==> src/rtl/ts_pkg.sv <==
// Shared types and defaults for the per-lane TS transmit buffer.
package ts_pkg;

    localparam int unsigned TS_W_DEF  = 128;
    localparam int unsigned SYM_W_DEF = 8;
    localparam int unsigned NSYM_DEF  = TS_W_DEF / SYM_W_DEF;

    typedef enum logic {
        IDLE = 1'b0,
        SEND = 1'b1
    } tx_state_e;

    // Width of a level counter that can hold 0..depth inclusive.
    function automatic int unsigned level_w(input int unsigned depth);
        return $clog2(depth + 1);
    endfunction

endpackage

==> src/rtl/ts_sync_fifo.sv <==
// Single-clock queue of whole ordered sets with level, full and empty decode.
module ts_sync_fifo
    import ts_pkg::*;
#(
    parameter int unsigned DEPTH = 4,
    parameter int unsigned W     = TS_W_DEF
) (
    input  logic                        clk,
    input  logic                        rst_n,
    input  logic                        flush,
    input  logic                        wr_en,
    input  logic [W-1:0]                wr_data,
    input  logic                        rd_en,
    output logic [W-1:0]                rd_data,
    output logic [level_w(DEPTH)-1:0]   level,
    output logic                        full,
    output logic                        empty
);

    localparam int unsigned PTR_W = $clog2(DEPTH);
    localparam int unsigned LVL_W = level_w(DEPTH);

    logic [W-1:0]     mem [DEPTH];
    logic [PTR_W-1:0] wr_ptr_q;
    logic [PTR_W-1:0] rd_ptr_q;
    logic [LVL_W-1:0] level_q;
    logic             do_wr;
    logic             do_rd;

    assign full    = (level_q == LVL_W'(DEPTH));
    assign empty   = (level_q == '0);
    assign do_wr   = wr_en && !full;
    assign do_rd   = rd_en && !empty;
    assign rd_data = mem[rd_ptr_q];
    assign level   = level_q;

    // Storage carries no reset; validity is tracked by the level alone.
    always_ff @(posedge clk) begin
        if (do_wr && !flush) begin
            mem[wr_ptr_q] <= wr_data;
        end
    end

    always_ff @(posedge clk or negedge rst_n) begin
        if (!rst_n) begin
            wr_ptr_q <= '0;
            rd_ptr_q <= '0;
            level_q  <= '0;
        end else if (flush) begin
            wr_ptr_q <= '0;
            rd_ptr_q <= '0;
            level_q  <= '0;
        end else begin
            if (do_wr) begin
                wr_ptr_q <= wr_ptr_q + PTR_W'(1);
            end
            if (do_rd) begin
                rd_ptr_q <= rd_ptr_q + PTR_W'(1);
            end
            case ({do_wr, do_rd})
                2'b10:   level_q <= level_q + LVL_W'(1);
                2'b01:   level_q <= level_q - LVL_W'(1);
                default: level_q <= level_q;
            endcase
        end
    end

endmodule

==> src/rtl/ts_tx_buffer.sv <==
// Per-lane TS transmit buffer: queues ordered sets and serializes them LSB symbol first.
// Optional completed-TS counter is built only when TS_TX_STATS_EN is defined.
module ts_tx_buffer
    import ts_pkg::*;
#(
    parameter int unsigned DEPTH = 4,
    parameter int unsigned TS_W  = TS_W_DEF,
    parameter int unsigned SYM_W = SYM_W_DEF
) (
    input  logic                        clk,
    input  logic                        rst,
    input  logic                        flush,
    input  logic [TS_W-1:0]             ts_i,
    input  logic                        ts_i_vld,
    output logic                        tx_fifo_full,
    output logic [SYM_W-1:0]            sym_o,
    output logic                        sym_o_vld,
    input  logic                        sym_o_rdy,
    output logic                        sym_o_sot,
    output logic                        sym_o_eot,
    output logic [level_w(DEPTH)-1:0]   ts_level,
    output logic                        ovf_err,
    output logic [15:0]                 ts_sent_cnt
);

    localparam int unsigned NSYM  = TS_W / SYM_W;
    localparam int unsigned IDX_W = (NSYM > 1) ? $clog2(NSYM) : 1;

    tx_state_e        state_q, state_d;
    logic [TS_W-1:0]  shreg_q, shreg_d;
    logic [IDX_W-1:0] idx_q, idx_d;
    logic             vld_q, vld_d;
    logic             sot_q, sot_d;
    logic             eot_q, eot_d;
    logic             ovf_q;
    logic             pop;
    logic             fifo_empty;
    logic [TS_W-1:0]  fifo_head;

    ts_sync_fifo #(
        .DEPTH (DEPTH),
        .W     (TS_W)
    ) u_fifo (
        .clk     (clk),
        .rst_n   (rst),
        .flush   (flush),
        .wr_en   (ts_i_vld),
        .wr_data (ts_i),
        .rd_en   (pop),
        .rd_data (fifo_head),
        .level   (ts_level),
        .full    (tx_fifo_full),
        .empty   (fifo_empty)
    );

    always_ff @(posedge clk or negedge rst) begin
        if (!rst) begin
            state_q <= IDLE;
            shreg_q <= '0;
            idx_q   <= '0;
            vld_q   <= 1'b0;
            sot_q   <= 1'b0;
            eot_q   <= 1'b0;
        end else begin
            state_q <= state_d;
            shreg_q <= shreg_d;
            idx_q   <= idx_d;
            vld_q   <= vld_d;
            sot_q   <= sot_d;
            eot_q   <= eot_d;
        end
    end

    // Serializer: a right shift keeps the current symbol in the low bits of shreg.
    always_comb begin
        state_d = state_q;
        shreg_d = shreg_q;
        idx_d   = idx_q;
        vld_d   = vld_q;
        sot_d   = sot_q;
        eot_d   = eot_q;
        pop     = 1'b0;

        case (state_q)
            IDLE: begin
                if (!fifo_empty) begin
                    pop     = 1'b1;
                    shreg_d = fifo_head;
                    idx_d   = '0;
                    vld_d   = 1'b1;
                    sot_d   = 1'b1;
                    eot_d   = (NSYM == 1);
                    state_d = SEND;
                end
            end
            SEND: begin
                if (sym_o_rdy) begin
                    if (idx_q == IDX_W'(NSYM - 1)) begin
                        if (!fifo_empty) begin
                            pop     = 1'b1;
                            shreg_d = fifo_head;
                            idx_d   = '0;
                            sot_d   = 1'b1;
                            eot_d   = (NSYM == 1);
                        end else begin
                            vld_d   = 1'b0;
                            sot_d   = 1'b0;
                            eot_d   = 1'b0;
                            idx_d   = '0;
                            state_d = IDLE;
                        end
                    end else begin
                        shreg_d = shreg_q >> SYM_W;
                        idx_d   = idx_q + IDX_W'(1);
                        sot_d   = 1'b0;
                        eot_d   = ((idx_q + IDX_W'(1)) == IDX_W'(NSYM - 1));
                    end
                end
            end
            default: state_d = IDLE;
        endcase

        // Flush aborts any TS in flight without emitting its eot.
        if (flush) begin
            pop     = 1'b0;
            idx_d   = '0;
            vld_d   = 1'b0;
            sot_d   = 1'b0;
            eot_d   = 1'b0;
            state_d = IDLE;
        end
    end

    always_ff @(posedge clk or negedge rst) begin
        if (!rst) begin
            ovf_q <= 1'b0;
        end else if (ts_i_vld && tx_fifo_full) begin
            ovf_q <= 1'b1;
        end
    end

    assign sym_o     = shreg_q[SYM_W-1:0];
    assign sym_o_vld = vld_q;
    assign sym_o_sot = sot_q;
    assign sym_o_eot = eot_q;
    assign ovf_err   = ovf_q;

`ifdef TS_TX_STATS_EN
    logic [15:0] sent_cnt_q;

    always_ff @(posedge clk or negedge rst) begin
        if (!rst) begin
            sent_cnt_q <= '0;
        end else if (vld_q && sym_o_rdy && eot_q && (sent_cnt_q != 16'hFFFF)) begin
            sent_cnt_q <= sent_cnt_q + 16'd1;
        end
    end

    assign ts_sent_cnt = sent_cnt_q;
`else
    assign ts_sent_cnt = 16'd0;
`endif

endmodule

==> config.mk <==
export PLATFORM = sky130hd
export DESIGN_NAME = ts_tx_buffer
export DESIGN_NICKNAME = d
export VERILOG_FILES = /design/src/rtl/ts_pkg.sv /design/src/rtl/ts_sync_fifo.sv /design/src/rtl/ts_tx_buffer.sv
export SDC_FILE = /design/constraint.sdc
export NUM_CORES = 1
export LEC_CHECK = 0
export CAP_MARGIN = 20
export CORE_AREA = 8 8 261 263
export DETAILED_ROUTE_END_ITERATION = 8
export DIE_AREA = 0 0 269 271
export PLACE_DENSITY = 0.65
export SLEW_MARGIN = 20
export SYNTH_ARGS = -nofsm -noshare
export SYNTH_HDL_FRONTEND = slang
export SYNTH_SLANG_ARGS = --single-unit
==> constraint.sdc <==
create_clock -name clk -period 4.18 [get_ports clk]
set_clock_uncertainty 0.15 [all_clocks]
set_input_delay 0.627 -clock clk [delete_from_list [all_inputs] [get_ports clk]]
set_output_delay 0.627 -clock clk [all_outputs]
set_load 0.005 [all_outputs]
# Word level (Yosys, flattened, before mapping)
# Memory sizes are Yosys's and may differ from the RTL's.
# Cells that the tools add are included.
totals:
  in_bits: 133
  romBits: 0
  register_bits: 144
  out_inout_bits: 32
  ramBits: 512
  latch_bits: 0
  wordCells: 80
  memories: 1
mem_list:
  columns: ["memory", "words", "word_bits", "read_ports", "rd_clocked_by_memory_dff", "write_ports", "line_no", "source"]
  rows:
  - ["u_fifo.mem", 4, 128, 1, 0, 1, "ts_sync_fifo.sv:23", "logic [W-1:0] mem [DEPTH];"]
op_classes:
  n_lt_le_gt_ge: 0
  n_mul: 0
  shift: 0
  eq_ne: 10
  add_sub_neg: 5
  bitwise_logic: 1
  n_div: 0
  n_reduce_logical: 13
  mux: 40
ops:
  columns: ["op", "n"]
  rows:
  - ["$mux 128", 3]
  - ["$pmux 128 s2", 1]
  - ["$mux 1", 20]
  - ["$mux 4", 4]
  - ["$pmux 1 s2", 5]
  - ["$eq 4x4->1 const B", 2]
  - ["$mux 2", 4]
  - ["$pmux 4 s2", 1]
  - ["$ne 3x2->1 const B", 2]
  - ["$ne 3x3->1 const B", 2]
  - ["$pmux 3 s2", 1]
  - ["$add 2x1->2 const B", 2]
  - ["$add 4x1->4 const B", 1]
  - ["$logic_and 1x1->1", 4]
  - ["$reduce_and 4->1", 1]
  - ["$reduce_bool 2->1", 2]
  - ["$add 3x1->3 const B", 1]
  - ["$eq 3x3->1 const B", 1]
  - ["$logic_not 1->1", 3]
  - ["$logic_not 3->1", 1]
  - ["$mux 3", 1]
  - ["$reduce_bool 3->1", 1]
  - ["$sub 3x1->3 const B", 1]
  - ["$eq 2x1->1 const B", 1]
  - ["other kinds (4)", 4]

# Depth between registers and ports, before layout
# Gate-level depths: netlist of the first run.
depth:
  word_depth: 10
  mapped_depth: 10
  depth_no_buf: 10

# Modules after synthesis
# From an unflattened synthesis of the first run, not the netlist that was laid out.
unflattened:
  hier_cells: 1247
  hier_area_um2: 25587.0
modules_own_cells:
  columns: ["module", "area_each_um2", "cells_each", "instances", "seq_area_each_um2"]
  rows:
  - ["ts_sync_fifo", 19013.2, 732, 1, 15549.9]
  - ["ts_tx_buffer", 6573.8, 515, 1, 3428.3]

# Least setup slack after synthesis of the first run
# Ideal clock, no wire load.
synth_path:
  kind: "input to register"
  start: "input port ts_i_vld"
  end: "memory u_fifo.mem[0][0] (netlist bit) (enable)"
  required_time_ps: 3527
  setup_ps: 503
  cell_stages: 4
  slack_ps: -652
  n_path_buf: 1
  arrival_time_ps: 4179
  cell_sequence: "clkbuf_1 > nand2_1 > nor2_1 > and2_1"
synth_via:
  elab_chain_cells: 4
synth_lines:
  columns: ["item", "line_no", "source"]
  rows:
  - ["start: declaration", "ts_tx_buffer.sv:14", "input logic ts_i_vld,"]
  - ["$logic_and 1x1->1", "ts_sync_fifo.sv:32", "assign do_wr = wr_en && !full;"]
  - ["$logic_and 1x1->1", "ts_sync_fifo.sv:39", "if (do_wr && !flush) begin"]
  - ["$mux 1", "ts_sync_fifo.sv:39", null]
  - ["$mux 1 (implied by the code)", "ts_sync_fifo.sv:40", "mem[wr_ptr_q] <= wr_data;"]
  - ["end: declaration", "ts_sync_fifo.sv:23", null]
# Every way passes these cells.

# Worst setup path in the final report of the first run
layout_path:
  start: "register u_fifo.level_q[0] (netlist: u_fifo.level[0])"
  end: "output port tx_fifo_full"
layout_via:
  elab_chain_cells: 1
layout_lines:
  columns: ["item", "line_no", "source"]
  rows:
  - ["start: declaration", "ts_sync_fifo.sv:26", "logic [LVL_W-1:0] level_q;"]
  - ["start signal: assignment", "ts_sync_fifo.sv:61", "2'b10: level_q <= level_q + LVL_W'(1);"]
  - ["start signal: assignment", "ts_sync_fifo.sv:62", "2'b01: level_q <= level_q - LVL_W'(1);"]
  - ["start signal: assignment", "ts_sync_fifo.sv:63", "default: level_q <= level_q;"]
  - ["$eq 3x3->1", "ts_sync_fifo.sv:30", "assign full = (level_q == LVL_W'(DEPTH));"]
  - ["end: declaration", "ts_tx_buffer.sv:15", "output logic tx_fifo_full,"]
# Every way passes these cells.

==> results of run 1 <==
-- repair_timing --
| action | 4_1_cts | 5_1_grt |
|---|---|---|
| hold endpoints to repair | 74 | 0 |
| hold buffers | 1 | 0 |
| endpoints found under the setup margin | 0 | 0 |
-- power breakdown --
part,internal [W],leakage [nW],switching [W]
Clock,0.00391,1.19,0.00251
Combinational,0.00245,2.39,0.00210
Sequential,0.00801,6.24,0.000712
Total,0.0144,9.82,0.00531
-- cell type report --
| class | instances | area [um2] | share of cell area |
|---|---|---|---|
| Sequential cell | 656 | 19000 | 0.629 |
| Inverter | 5 | 18.8 | 0.000621 |
| Clock buffer | 101 | 2040 | 0.0676 |
| Tap cell | 855 | 1070 | 0.0354 |
| Clock inverter | 29 | 375 | 0.0124 |
| Timing Repair Buffer | 179 | 1940 | 0.0643 |
| Multi-Input combinational cell | 477 | 5760 | 0.191 |
| Antenna cell | 3 | 7.51 | 0.000249 |
-- registers in the layout, indices dropped and copies added, names as in the netlist --
signal	count
sym_o_eot	1
sym_o_sot	1
ovf_err	1
u_fifo.mem	512
u_fifo.wr_ptr_q	2
state_q	1
idx_q	4
u_fifo.rd_ptr_q	2
sym_o_vld	1
u_fifo.level	3
shreg_q	128
-- layout by cell type, fill, tap and decap left out, types with 16 or more instances in the layout --
| cell | synthesis | routed |
|---|---|---|
| conb_1 | 1 | 16 |
| edfxtp_1 | 512 | 512 |
| buf_12 | 0 | 18 |
| clkbuf_1 | 16 | 18 |
| clkbuf_16 | 0 | 74 |
| clkdlybuf4s50_1 | 0 | 147 |
| dfrtp_1 | 144 | 142 |
| o221a_2 | 120 | 120 |
| mux4_2 | 128 | 128 |
| nand2b_1 | 117 | 117 |
-- how the worst max path moves through the flow --
stage / endpoint / slack (ns) / cells past startpoint
2_1_floorplan: u_fifo.mem[0][0]$_DFFE_PP_ / 0.78 / 4
5_1_grt: u_fifo.level[2]$_DFFE_PN0P_ / 1.11 / 10
6_report: tx_fifo_full / 1.22 / 3
3_3_place_gp: u_fifo.mem[3][94]$_DFFE_PP_ / 0.92 / 5
3_5_place_dp: u_fifo.mem[3][97]$_DFFE_PP_ / 0.92 / 5
4_1_cts: tx_fifo_full / 1.16 / 3
-- critical path, delay by kind of cell (launching register included) --
kind	cells	cell delay, ns
flip-flops	1	0.52
buffers and inverters	2	0.59
AND/OR/NAND/NOR	1	0.49
-- cells by family after synthesis --
family                   after synthesis
flip-flops                           656
other                                  1
buffers and inverters                101
multiplexers                         130
adder cells (fa/ha/maj)                7
AO/OA/AOI/OAI                        156
AND/OR/NAND/NOR                      165
XOR/XNOR                               3
-- metal layers --
layer / share of wire / global-route usage / wire [um]
met5: 0.0021 / 0 / 115
met4: 0.018 / 0.0443 / 958
met3: 0.054 / 0.0359 / 2960
met2: 0.50 / 0.247 / 27200
met1: 0.43 / 0.199 / 23300
-- metrics by stage --
stage           util  std cells  hold slack (ns)  instance area [um2]  setup slack (ns)
6_report       0.473       2305            0.307                30200              1.22
5_1_grt        0.473       2303            0.335                30200              1.11
4_1_cts        0.473       2302            0.309                30200              1.16
3_5_place_dp   0.435       2171            0.294                27800             0.919
3_3_place_gp   0.435       2171            0.299                27800             0.915
2_1_floorplan      -       1234            0.181                25300             0.782
==> results by group, run 1 <==
Run status
  • Status: finished, final reports clean

STA
  • Slew @ Worst Pin: 0.834 ns
  • Max-slew violation count: 0
  • Final period util: 0.708
  • Post-layout minimum cycle time: 2.96 ns
  • RSZ-0062 raised after global routing: false
  • Final setup fails: 0
  • Fin Setup TNS: 0 ns
  • Highest clock rate: 338 MHz
  • Final Hold Fails: 0
  • Worst slew margin: 0.444

Flow run
  • Max-cap viol count: 0

Synth
  • YS warnings: 0
  • Compound-Gate Fraction of Synth Area: 0.0642
  • Number of synthesized register bits: 656
  • Post-synthesis sequential area ratio: 0.752
  • Main combinational cell family by area after synthesis: multiplexers
  • Ys async rst share: 0.220
  • Most common cell in the synthesized netlist: edfxtp_1
  • Ys flop type: edfxtp_1
  • Number of flops mapped to enable cells by yosys: 512
  • Synth Area in Simple Gates: 0.0404
  • Mux share of post-synthesis cell area: 0.115
  • Distinct cells, synth: 47
  • Yosys top cell by area: edfxtp_1
  • Average cell area after synthesis: 20.7 um2
  • Commonest cells post-synth: edfxtp_1 (512), dfrtp_1 (144), mux4_2 (128)
  • Synth top area cells: edfxtp_1 (61%), dfrtp_1 (14%), mux4_2 (11%)
  • Gate count of the mapped netlist: 1219
  • Xor/xnor share of the synthesized area: 0.00104
  • Post-Synth Adder-Cell Area: 0.00377
  • Synthesized cell area: 0.0253 mm2
  • Top-area cell type share of the netlist area: 0.609

Die
  • IO Count: 165
  • Placeable Area: 0.0639 mm2
  • Row cnt: 93
  • Die Y: 271 um
  • Chip Width: 269 um
  • Die ar.: 0.0729 mm2
  • Initial Utilization: 0.395

Placed design
  • Port Buffers: 148
  • GP Congestion: 0.738
  • DPL Wire Length: 32800 um

Setup path
  • R2R depth: 10
  • CP max stage cell: dfrtp_1
  • Setup crit end kind: primary output
  • R2R setup slack: 1.36 ns
  • Critical path data arrival time: 2.18 ns
  • FF-to-FF Start: idx_q[0]$_DFFE_PN0P_
  • CP Data Required Time: 3.40 ns
  • Startpoint Class: flop
  • Max FO, Critical Path: 10
  • CP peak stage delay: 0.52 ns
  • CP cell instances: or3b_4 > inv_1 > clkdlybuf4s50_1
  • R2R Path End: u_fifo.level[2]$_DFFE_PN0P_
  • Crit path launch: u_fifo.level[0]$_DFFE_PN0P_
  • Setup Crit Path Kind: reg -> out

Global route
  • Total gr overflow: 0
  • Number of global-route vias before repair: 13000
  • Largest net degree at the start of global routing: 121
  • First-pass GRT wire length: 83400 um
  • Initial antenna violation count: 11
  • Total track usage: 0.151

Clocking
  • Worst-path clk slew: 0.07 ns
  • CTS buffer count: 70
  • CTS root buf: clkbuf_16
  • Clk buf depth: 3
  • CTS sink count: 656
  • CTS tree: yes
  • H-tree Lvls: 3
  • Skew-Pair Late Insertion Delay: 0.59 ns
  • Cts repair resizes: 0
  • Postcts setup bufs: 0

Drt
  • DR WL/cell: 23.7 um
  • Vias: 12100
  • Vias/cell: 5.25
  • Antenna Nets Post-Route: 0
  • DR pass1 iterations: 4
  • Iter 0 DRT Violations: 901
  • WL final: 54500 um
  • Residual DRC: 0

Cells and area
  • Total of fill cells in the finished design: 5204
  • Proportion of layout cells with a drive suffix above 1: 0.281
  • Nets: 1529
  • P&R area growth vs syn: 19.6%

Pwr
  • Max VDD drop: 0.478 mV
  • Power density cells: 652 mW/mm2
  • Final Total Pwr: 0.0197 W
  • LEAKAGE: 9.82 nW

Worst hold path
  • Worst hold start: ovf_err$_DFFE_PN0P_
  • Hold/Removal Path Class: reg -> reg
  • Worst hold path endpoint: ovf_err$_DFFE_PN0P_
  • Hold path depth: 1
Power figures use the tool's default switching activity.
==> run 2, diff against run 1 <==
--- a/config.mk
+++ b/config.mk
@@ -9,7 +9,7 @@
 export CORE_AREA = 8 8 261 263
 export DETAILED_ROUTE_END_ITERATION = 8
 export DIE_AREA = 0 0 269 271
-export PLACE_DENSITY = 0.65
+export PLACE_DENSITY = 0.63
 export SLEW_MARGIN = 20
 export SYNTH_ARGS = -nofsm -noshare
 export SYNTH_HDL_FRONTEND = slang
==> constraint.sdc (replaced) <==
create_clock -name clk -period 2.9 [get_ports clk]
set_clock_uncertainty 0.15 [all_clocks]
set_input_delay 0.435 -clock clk [delete_from_list [all_inputs] [get_ports clk]]
set_output_delay 0.435 -clock clk [all_outputs]
set_load 0.005 [all_outputs]
==> results by group, run 2 (same netlist as run 1, synthesis figures left out) <==
Run status
  • Status: finished, final reports clean

Drt
  • DR WL/cell: 23.1 um
  • Vias/cell: 5.24
  • Iter 0 DRT Violations: 859
  • DR pass1 iterations: 5
  • Antenna Nets Post-Route: 0
  • Residual DRC: 0
  • Vias: 12200
  • WL final: 53600 um

Pwr
  • LEAKAGE: 9.90 nW
  • Max VDD drop: 0.646 mV
  • Power density cells: 930 mW/mm2

Die
  • Placeable Area: 0.0639 mm2
  • Die Y: 271 um
  • Chip Width: 269 um
  • Initial Utilization: 0.395
  • IO Count: 165
  • Row cnt: 93
  • Die ar.: 0.0729 mm2

Placed design
  • GP Congestion: 0.744
  • Place WS: 0.264 ns
  • Port Buffers: 148
  • Dpl cells: 2184
  • DPL Wire Length: 33000 um

Cells and area
  • Commonest non-fill, non-tap cells in the layout: edfxtp_1 (512), clkdlybuf4s50_1 (147), dfrtp_1 (142), mux4_2 (128), o221a_2 (120)
  • P&R area growth vs syn: 20.4%
  • Final core occ: 0.476
  • Nets: 1543
  • Max reg flops: 512
  • Fin cells: 2321
  • Top flop regs: u_fifo.mem: 512 flops, shreg_q: 128 flops, idx_q: 4 flops
  • Proportion of layout cells with a drive suffix above 1: 0.284
  • Most flops, register: u_fifo.mem
  • Most common cell after layout, fill and taps aside: edfxtp_1

Setup path
  • R2R depth: 8
  • Setup Crit Path Kind: reg -> out
  • WP buf/inv: 3
  • R2R Path End: u_fifo.level[2]$_DFFE_PN0P_
  • Crit path launch: u_fifo.level[0]$_DFFE_PN0P_
  • Delay-heaviest family, CP: buffers and inverters
  • R2R setup slack: 0.27 ns
  • Critical path data arrival time: 2.16 ns
  • CP cell instances: buf_4 > or3b_4 > inv_1 > clkdlybuf4s50_1
  • Max FO, Critical Path: 9
  • Critical Path End: tx_fifo_full
  • Stages on worst setup path: 4
  • Setup crit end kind: primary output
  • FF-to-FF Start: u_fifo.level[2]$_DFFE_PN0P_
  • CP max stage cell: clkdlybuf4s50_1
  • Startpoint Class: flop
  • CP Data Required Time: 2.32 ns
  • CP peak stage delay: 0.50 ns

Clocking
  • Worst-path clk slew: 0.06 ns
  • Clk buf depth: 3
  • CTS buffer count: 71
  • Skew-Pair Late Insertion Delay: 0.59 ns
  • CTS tree: yes
  • H-tree Lvls: 3
  • CTS sink count: 656
  • CTS root buf: clkbuf_16
  • Cts repair resizes: 0
  • Postcts setup bufs: 0

Global route
  • Total gr overflow: 0
  • Largest net degree at the start of global routing: 121
  • First-pass GRT wire length: 82700 um
  • Initial antenna violation count: 16
  • Number of global-route vias before repair: 13000
  • Total track usage: 0.149

STA
  • Highest clock rate: 365 MHz
  • Final period util: 0.945
  • Hold slack: 0.272 ns
  • Final setup fails: 0
  • Worst slew margin: 0.554
  • Post-layout minimum cycle time: 2.74 ns
  • Slew @ Worst Pin: 0.669 ns
  • Max-slew violation count: 0
  • Final Hold Fails: 0
  • Post-route setup slack: 0.159 ns
  • RSZ-0062 raised after global routing: false

Worst hold path
  • Hold/Removal Path Class: in -> async

Flow run
  • Max-cap viol count: 0
-- run 2: cell types whose count changed in the layout (fill, tap and decap cells not counted), sizes merged --
cell | previous run | this run
buf | 31 | 44
clkbuf | 101 | 107
bufinv | 8 | 4
clkinv | 17 | 15
clkinvlp | 1 | 2
diode | 3 | 4
inv | 8 | 9
-- run 2: worst register-to-register path, stage by stage (launching register included) --
cell and delay [ns]:
dfrtp_1 0.48, or3_2 0.54, nand2_1 0.10, nor3b_1 0.06
fa_1 0.44, or2b_1 0.27, nor3b_1 0.23, a31oi_1 0.07
a41oi_1 0.21
-- run 2: layout make-up --
cell class	count	area, um2
diodes	4	10.0
multi-input cells	477	5760
flip-flops and latches	656	19000
well taps	855	1070
clock buffers	107	2140
inverters	5	18.8
fillers	5256	33500
clock inverters	25	239
repair buffers	192	2180
-- run 2: worst min-delay path by stage --
stage                                    from                          to  slack (ns)  cells after the start
after floorplan                           rst        idx_q[0]$_DFFE_PN0P_       -0.01                      0
after global placement    ovf_err$_DFFE_PN0P_         ovf_err$_DFFE_PN0P_        0.29                      1
after detailed placement  ovf_err$_DFFE_PN0P_         ovf_err$_DFFE_PN0P_        0.29                      1
after CTS                                 rst     shreg_q[30]$_DFFE_PN0P_        0.27                      2
after global routing                  ts_i[0]  u_fifo.mem[0][0]$_DFFE_PP_        0.31                      1
final                                     rst     shreg_q[30]$_DFFE_PN0P_        0.27                      2
-- run 2: repair_timing --
action	4_1_cts	5_1_grt
hold buffers	1	0
endpoints found under the hold margin	56	0
endpoints found under the setup margin	0	0
-- run 2: metrics by stage --
| stage | setup TNS [ns] | area [um2] | power, W |
|---|---|---|---|
| after floorplan | -156.78 | 25300 | 0.0174 |
| after global placement | 0 | 28000 | 0.0194 |
| after detailed placement | 0 | 28000 | 0.0196 |
| after CTS | 0 | 30400 | 0.0287 |
| after global routing | 0 | 30400 | 0.0296 |
| final | 0 | 30400 | 0.0283 |
-- run 2: power breakdown --
group	internal (W)	total, W	switching (W)
clock	0.00547	0.00898	0.00351
sequential	0.0115	0.0124	0.000891
combinational	0.00370	0.00686	0.00316
-- run 2: layer usage --
metal  track usage  vias to the layer above  routed length (um)  part of all wire
li1              -                     5351                   -                 -
met1         0.195                     6450               22700              0.42
met2         0.243                      270               26400              0.49
met3        0.0438                       71                3640             0.068
met4        0.0361                       24                 757             0.014
met5             0                        -                 165            0.0031
==> run 3, diff against run 2 <==
--- a/config.mk
+++ b/config.mk
@@ -7,6 +7,7 @@
 export LEC_CHECK = 0
 export CAP_MARGIN = 20
 export CORE_AREA = 8 8 261 263
+export CTS_CLUSTER_SIZE = 10
 export DETAILED_ROUTE_END_ITERATION = 8
 export DIE_AREA = 0 0 269 271
 export PLACE_DENSITY = 0.63
==> results by group, run 3 (same netlist as run 1, synthesis figures left out) <==
Die
  • IO Count: 165
  • Chip Width: 269 um
  • Die Y: 271 um
  • Initial Utilization: 0.395
  • Die ar.: 0.0729 mm2
  • Row cnt: 93
  • Placeable Area: 0.0639 mm2

Cells and area
  • Fin cells: 2328
  • Nets: 1548
  • Max reg flops: 512
  • Proportion of layout cells with a drive suffix above 1: 0.266
  • P&R area growth vs syn: 19.7%
  • Total of fill cells in the finished design: 5285
  • Post-layout instance area: 0.0302 mm2
  • Most common cell after layout, fill and taps aside: edfxtp_1
  • Top flop regs: u_fifo.mem: 512 flops, shreg_q: 128 flops, idx_q: 4 flops
  • Most flops, register: u_fifo.mem
  • Commonest non-fill, non-tap cells in the layout: edfxtp_1 (512), clkdlybuf4s50_1 (147), dfrtp_1 (142), mux4_2 (128), o221a_2 (120)

Setup path
  • CP peak stage delay: 0.50 ns
  • WP buf/inv: 3
  • Startpoint Class: flop
  • CP max stage cell: clkdlybuf4s50_1
  • Delay-heaviest family, CP: buffers and inverters
  • Crit path launch: u_fifo.level[0]$_DFFE_PN0P_
  • CP cell instances: buf_4 > or3b_4 > inv_1 > clkdlybuf4s50_1
  • Setup crit end kind: primary output
  • R2R depth: 8
  • R2R Path End: u_fifo.level[2]$_DFFE_PN0P_
  • FF-to-FF Start: u_fifo.level[2]$_DFFE_PN0P_
  • Max FO, Critical Path: 9
  • CP Data Required Time: 2.32 ns
  • Setup Crit Path Kind: reg -> out
  • Critical path data arrival time: 2.17 ns
  • R2R setup slack: 0.26 ns

Clocking
  • Postcts setup bufs: 0
  • CTS root buf: clkbuf_16
  • Skew-Pair Late Insertion Delay: 0.59 ns
  • CTS Hold Bufs: 1
  • Clk buf depth: 3
  • Worst-path clk slew: 0.06 ns
  • CTS tree: yes
  • Cts repair resizes: 0
  • H-tree Lvls: 3
  • CTS sink count: 656
  • CTS buffer count: 76

STA
  • Slew @ Worst Pin: 0.627 ns
  • Final period util: 0.950
  • Post-layout minimum cycle time: 2.75 ns
  • Worst slew margin: 0.582
  • Max-slew violation count: 0
  • Final setup fails: 0
  • RSZ-0062 raised after global routing: false
  • Highest clock rate: 363 MHz
  • Final Hold Fails: 0

Pwr
  • LEAKAGE: 9.78 nW
  • Switching share of power: 0.270
  • Clock Power Share: 0.307
  • Seq pwr share: 0.447
  • Switch Pwr: 0.00752 W
  • Logic pwr share: 0.247
  • P_int: 0.0203 W
  • Max VDD drop: 0.650 mV
  • Power density cells: 921 mW/mm2

Run status
  • Status: finished, final reports clean

Placed design
  • Dpl cells: 2184
  • Placed inst area: 0.0280 mm2
  • DPL Wire Length: 33000 um
  • Port Buffers: 148
  • GP Congestion: 0.744

Global route
  • Total gr overflow: 0
  • Largest net degree at the start of global routing: 121
  • Initial antenna violation count: 16
  • Number of global-route vias before repair: 13000
  • Total track usage: 0.150
  • First-pass GRT wire length: 83400 um

Drt
  • Vias/cell: 5.22
  • DR pass1 iterations: 5
  • Iter 0 DRT Violations: 828
  • WL final: 53900 um
  • Residual DRC: 0
  • DR WL/cell: 23.2 um
  • Vias: 12200
  • Antenna Nets Post-Route: 0

Worst hold path
  • Hold/Removal Path Class: in -> async

Flow run
  • Max-cap viol count: 0
run 3: cell count changes in the layout (fill, tap and decap cells not counted), sizes merged:
cell | previous run | this run
clkinv | 15 | 2
bufinv | 4 | 1
clkinvlp | 2 | 0
diode | 4 | 5
inv | 9 | 7
clkbuf | 107 | 133
run 3: area by class of cell:
type | instances | area, um2 | area share
antenna | 5 | 12.5 | 0.000414
clock buffer | 133 | 2150 | 0.0710
clock inverter | 5 | 55.1 | 0.00182
inverter | 5 | 18.8 | 0.000621
multi-input combinational | 477 | 5760 | 0.191
sequential | 656 | 19000 | 0.628
tap | 855 | 1070 | 0.0354
timing repair buffer | 192 | 2180 | 0.0721
run 3: layer usage:
metal / vias up / part of all wire / track usage
met4: 20 / 0.016 / 0.0387
met1: 6405 / 0.42 / 0.197
met2: 280 / 0.49 / 0.243
li1: 5367 / - / -
met5: - / 0.0025 / 0
met3: 81 / 0.067 / 0.0441
run 3: worst max path at each step:
stage,end,slack [ns],cells past startpoint
2_1_floorplan,u_fifo.mem[0][0]$_DFFE_PP_,-0.31,4
3_3_place_gp,u_fifo.level[2]$_DFFE_PN0P_,0.27,10
3_5_place_dp,u_fifo.level[2]$_DFFE_PN0P_,0.26,10
4_1_cts,tx_fifo_full,0.1,4
5_1_grt,tx_fifo_full,0.04,3
6_report,tx_fifo_full,0.15,4
run 3: power groups by stage:
stage | Clock [W] | Combinational (W) | Sequential (W)
2_1_floorplan | 0 | 0.00519 | 0.0122
3_3_place_gp | 0 | 0.00685 | 0.0126
3_5_place_dp | 0 | 0.00702 | 0.0126
4_1_cts | 0.00876 | 0.00704 | 0.0125
5_1_grt | 0.00914 | 0.00752 | 0.0126
6_report | 0.00854 | 0.00687 | 0.0124
run 3: per-stage QoR:
step / setup slack (ns) / hold WS (ns) / utilization / power (W) / TNS, ns
after floorplan: -0.306 / -0.0106 / - / 0.0174 / -156.78
after global placement: 0.274 / 0.292 / 0.438 / 0.0194 / 0
after detailed placement: 0.264 / 0.294 / 0.438 / 0.0196 / 0
after CTS: 0.0960 / 0.255 / 0.473 / 0.0283 / 0
after global routing: 0.0412 / 0.305 / 0.473 / 0.0292 / 0
final: 0.146 / 0.273 / 0.473 / 0.0278 / 0
run 3: worst register-to-register path: cells and delay by family, from the launching register on:
family | cells | cell delay (ns)
AOI/OAI and AO/OA | 2 | 0.28
and+or+nand+nor | 5 | 1.20
adders and majority gates | 1 | 0.44
DFF | 1 | 0.48
